[config.mk]
export PLATFORM = sky130hd
export DESIGN_NAME = cdr_phase_gen
export DESIGN_NICKNAME = d
export VERILOG_FILES = /design/src/rtl/cdr_phase_gen.sv
export SDC_FILE = /design/constraint.sdc
export NUM_CORES = 1
export LEC_CHECK = 0
export CAP_MARGIN = 10
export CORE_MARGIN = 4
export CORE_UTILIZATION = 30
export CTS_CLUSTER_DIAMETER = 120
export CTS_CLUSTER_SIZE = 40
export DETAILED_ROUTE_END_ITERATION = 7
export GPL_TIMING_DRIVEN = 0
export PLACE_DENSITY = 0.54
export RECOVER_POWER = 50
export SYNTH_ARGS = -nofsm -noshare
export SYNTH_HDL_FRONTEND = slang
export SYNTH_SLANG_ARGS = --single-unit
[constraint.sdc]
create_clock -name clk_i -period 2.2 [get_ports clk_i]
set_input_delay 0.44 -clock clk_i [delete_from_list [all_inputs] [get_ports clk_i]]
set_output_delay 0.44 -clock clk_i [all_outputs]
set_load 0.01 [all_outputs]
[src/rtl/cdr_phase_gen.sv]
// Serializes bits into signed 6-bit phase samples, +/-STEP per tick for SAMPLES_PER_BIT ticks per bit.
// Phase output is registered on the tick edge; a 1-entry buffer is refilled only when data_ready_o is high.
module cdr_phase_gen #(
    parameter int SAMPLES_PER_BIT = 5,
    parameter int STEP            = 4
) (
    input  logic       clk_i,
    input  logic       resetn_i,
    input  logic       enable_i,
    input  logic       data_i,
    input  logic       data_valid_i,
    output logic       data_ready_o,
    input  logic       tick_i,
    output logic [5:0] phase_o,
    output logic       phase_valid_o,
    output logic       busy_o,
    output logic       underrun_o
);

    typedef enum logic {IDLE, RUN} state_t;

    localparam logic [3:0] CNT_LAST = 4'(SAMPLES_PER_BIT - 1);
    localparam logic [5:0] STEP_POS = 6'(STEP);
    localparam logic [5:0] STEP_NEG = ~STEP_POS + 6'd1;

    state_t     state_q, state_d;
    logic       buf_bit_q, buf_bit_d;
    logic       buf_full_q, buf_full_d;
    logic       cur_bit_q, cur_bit_d;
    logic [3:0] cnt_q, cnt_d;
    logic [5:0] phase_q, phase_d;
    logic       phase_vld_q, phase_vld_d;
    logic       underrun_q, underrun_d;

    assign data_ready_o  = enable_i & ~buf_full_q;
    assign phase_o       = phase_q;
    assign phase_valid_o = phase_vld_q;
    assign busy_o        = (state_q == RUN);
    assign underrun_o    = underrun_q;

    always_comb begin
        state_d     = state_q;
        buf_bit_d   = buf_bit_q;
        buf_full_d  = buf_full_q;
        cur_bit_d   = cur_bit_q;
        cnt_d       = cnt_q;
        phase_d     = phase_q;
        phase_vld_d = 1'b0;
        underrun_d  = 1'b0;

        // A transfer needs buf_full_q=0 and a load needs buf_full_q=1, so they never collide.
        if (data_valid_i && data_ready_o) begin
            buf_full_d = 1'b1;
            buf_bit_d  = data_i;
        end

        case (state_q)
            IDLE: begin
                if (buf_full_q) begin
                    cur_bit_d  = buf_bit_q;
                    buf_full_d = 1'b0;
                    cnt_d      = 4'd0;
                    state_d    = RUN;
                end
            end
            RUN: begin
                if (tick_i) begin
                    phase_d     = phase_q + (cur_bit_q ? STEP_POS : STEP_NEG);
                    phase_vld_d = 1'b1;
                    cnt_d       = cnt_q + 4'd1;
                    if (cnt_q == CNT_LAST) begin
                        if (buf_full_q) begin
                            cur_bit_d  = buf_bit_q;
                            buf_full_d = 1'b0;
                            cnt_d      = 4'd0;
                        end else begin
                            state_d    = IDLE;
                            underrun_d = enable_i;
                        end
                    end
                end
            end
            default: state_d = IDLE;
        endcase
    end

    always_ff @(posedge clk_i or negedge resetn_i) begin
        if (!resetn_i) begin
            state_q     <= IDLE;
            buf_bit_q   <= 1'b0;
            buf_full_q  <= 1'b0;
            cur_bit_q   <= 1'b0;
            cnt_q       <= 4'd0;
            phase_q     <= 6'd0;
            phase_vld_q <= 1'b0;
            underrun_q  <= 1'b0;
        end else begin
            state_q     <= state_d;
            buf_bit_q   <= buf_bit_d;
            buf_full_q  <= buf_full_d;
            cur_bit_q   <= cur_bit_d;
            cnt_q       <= cnt_d;
            phase_q     <= phase_d;
            phase_vld_q <= phase_vld_d;
            underrun_q  <= underrun_d;
        end
    end

endmodule
==> flow_summary.json <==
{
  "core_um2": 2450,
  "drt_first_pass_iters": 4,
  "clk_latency_ps": 280,
  "whs_path_depth": 1,
  "post-synth-top-count-cell": "dfrtp_1",
  "r2r_end": "phase_o[5]",
  "min_from": "buf_bit_q",
  "fin_tns_setup_ps": 0,
  "p_total_mw": 1.28,
  "period_needed_ps": 2050,
  "ctsHtreeMaxLevel": 1,
  "die_area_um2": 3420,
  "synth_top_area_share": 0.459,
  "synth.top_cells.by_area": "dfrtp_1 (46%), ha_1 (6.6%), nand2_1 (4.9%), fa_1 (2.6%), mux2i_1 (2.6%)",
  "ff2ff_setup_slack_ps": 590,
  "netlist_area_um2": 763,
  "holdPathEnd": "buf_bit_q",
  "hold_buffers": 0,
  "whs_ps": 506,
  "drc": 0,
  "overflow": 0,
  "critPathMaxFanout": 3,
  "max_slew_margin": 0.567,
  "insertedDiodeCount": 0,
  "hp-class": "flip-flop to flip-flop",
  "report.final.slew_viol_count": 0,
  "clockRootBuffer": "clkbuf_4",
  "yosys-top-cells-count": "dfrtp_1 (14), nand2_1 (10), ha_1 (4), inv_1 (4), nand3_1 (4)",
  "cts_tree": "done",
  "synth-edff-count": 0,
  "drt-wirelength-per-cell_um": 11.9,
  "postSynthCellCount": 74,
  "yosysSeqAreaShare": 0.459,
  "path_class": "input pin to primary output",
  "finalClockSkew_ps": 0.635,
  "path_clk_slew_ps": 90,
  "yosys.cell_types.count": 31,
  "leakagePower_nw": 0.427,
  "start_util": 0.311,
  "ys_seq_elements": 14,
  "yosys_warnings": 0,
  "gp_congestion": 0.723,
  "dp_hpwl_mm": 1.08,
  "yosys_most_used_dff": "dfrtp_1",
  "wl_mm": 1.45,
  "peakVddDrop_mv": 0.578,
  "ctsResizeCount": 0,
  "async_reset_ff_frac": 1.00,
  "critPathLaunchType": "input pin",
  "max_cap_viol_count": 0,
  "avgSynthCellArea_um2": 10.3,
  "antenna_found_initial": 0,
  "cts_buffer_depth": 2,
  "worstMarginPinSlew_ps": 648,
  "ant_nets": 0,
  "vias": 582,
  "portBuffers": 13,
  "grt_max_degree": 15,
  "required_ps": 1760,
  "numCtsBuffers": 3,
  "die_y_um": 58.4,
  "setup_violations": 0,
  "die_w_um": 58.4,
  "fin_area_um2": 968,
  "synthToLayoutAreaGrowth_pct": 26.9,
  "post-cts-setup-buffers": 0,
  "placed_area_um2": 935,
  "grt_first_pass_wirelength_mm": 2.62,
  "rsz0062_at_grt": "no",
  "nets": 104,
  "drt_iter0_drc": 17,
  "outcome": "finished, final reports clean",
  "max_freq_mhz": 488,
  "pin_count": 16,
  "fillers": 242,
  "critPathCaptureType": "primary output",
  "clock_sinks": 14,
  "num_rows": 18,
  "hold_violations": 0,
  "vias_per_cell": 4.77,
  "r2r.worst_path.cells": 5,
  "synth_top_cell_by_area": "dfrtp_1",
  "grt_pass1_vias": 574,
  "finalCritPeriodShare": 0.931,
  "layout-drive-gt1-share": 0.0978,
  "power.density_nw_per_um2": 1320,
  "reg2reg_from": "cur_bit_q",
  "track_usage": 0.101,
  "crit_arrival_ps": 1610
}
==> sequential cells by signal, summed over array words and instances (netlist names) <==
register,count
buf_bit_q,1
buf_full_q,1
underrun_o,1
phase_valid_o,1
phase_o,4
cur_bit_q,1
busy_o,1
cnt_q,4
==> layout make-up <==
class	instances	area [µm²]	area share
plain buffers	2	15.0	0.0155
clock buffers	4	36.3	0.0375
inverters	5	23.8	0.0245
multi-input cells	54	375	0.388
flip-flops and latches	14	350	0.362
well taps	30	37.5	0.0388
repair buffers	13	130	0.134
==> worst max-delay path, cell delays in order <==
cell and delay [ps]:
clkdlybuf4s50_1 450, nor2b_2 170, clkdlybuf4s50_1 560
==> per-stage QoR <==
stage               std cells   util  setup slack, ps
floorplan                  75      -              733
global placement          118  0.381              151
detailed placement        118  0.381              164
CTS                       122  0.396              149
global route              122  0.394              118
finish                    122  0.394              152
==> metal layers <==
| layer | wire length, µm | vias to the layer above | global-route usage |
|---|---|---|---|
| met4 | 21 | 0 | 0.0464 |
| met2 | 623 | 19 | 0.145 |
| li1 | - | 296 | - |
| met1 | 704 | 263 | 0.134 |
| met3 | 103 | 4 | 0.0395 |
| met5 | 0 | - | 0 |
==> layout by cell type, fill, tap and decap left out <==
cell type        netlist  layout
a2111o_1               1       1
a21boi_0               1       1
a21oi_1                3       3
a31oi_1                3       3
and2_1                 1       1
and3_1                 1       1
buf_4                  2       2
clkbuf_4               0       3
clkbuf_8               0       1
clkdlybuf4s50_1        0      11
clkinv_4               1       1
conb_1                 1       2
dfrtp_1               14      14
dlygate4sd3_1          0       2
fa_1                   1       1
ha_1                   4       4
inv_1                  4       4
mux2_1                 1       1
mux2i_1                2       2
nand2_1               10      11
nand3_1                4       4
nand3b_1               2       2
nand4_1                2       2
nand4b_1               2       2
nand4bb_1              1       1
nor2_1                 1       1
nor2b_2                1       1
nor3_1                 1       1
o211ai_2               1       1
o21ai_0                3       3
o221ai_1               1       1
o22ai_1                1       1
or2_1                  1       1
xnor2_1                2       2
==> power breakdown <==
| group | total, mW | leakage, nW | internal (mW) | switching [mW] |
|---|---|---|---|---|
| Combinational | 0.608 | 0.238 | 0.316 | 0.292 |
| Sequential | 0.485 | 0.168 | 0.366 | 0.119 |
| Clock | 0.189 | 0.0210 | 0.101 | 0.0879 |
| Total | 1.28 | 0.427 | 0.783 | 0.499 |
==> worst max path at each step <==
stage | start | endpoint | cells past startpoint
after floorplan | cur_bit_q | phase_o[5] | 5
after global placement | enable_i | data_ready_o | 3
after detailed placement | enable_i | data_ready_o | 3
after CTS | enable_i | data_ready_o | 3
after global routing | enable_i | data_ready_o | 3
final | enable_i | data_ready_o | 3
==> cell families (layout without fill, tap and decap cells) <==
group           count (synthesis)  count (layout)  synth area share
buf+inv                         7              24            0.0508
flops                          14              14             0.459
other cells                     1               2           0.00491
compound gates                 14              14             0.125
xor+xnor                        2               2            0.0230
mux                             3               3            0.0410
fa+ha+maj                       5               5            0.0918
simple gates                   28              28             0.205
Power figures use the tool's default switching activity.
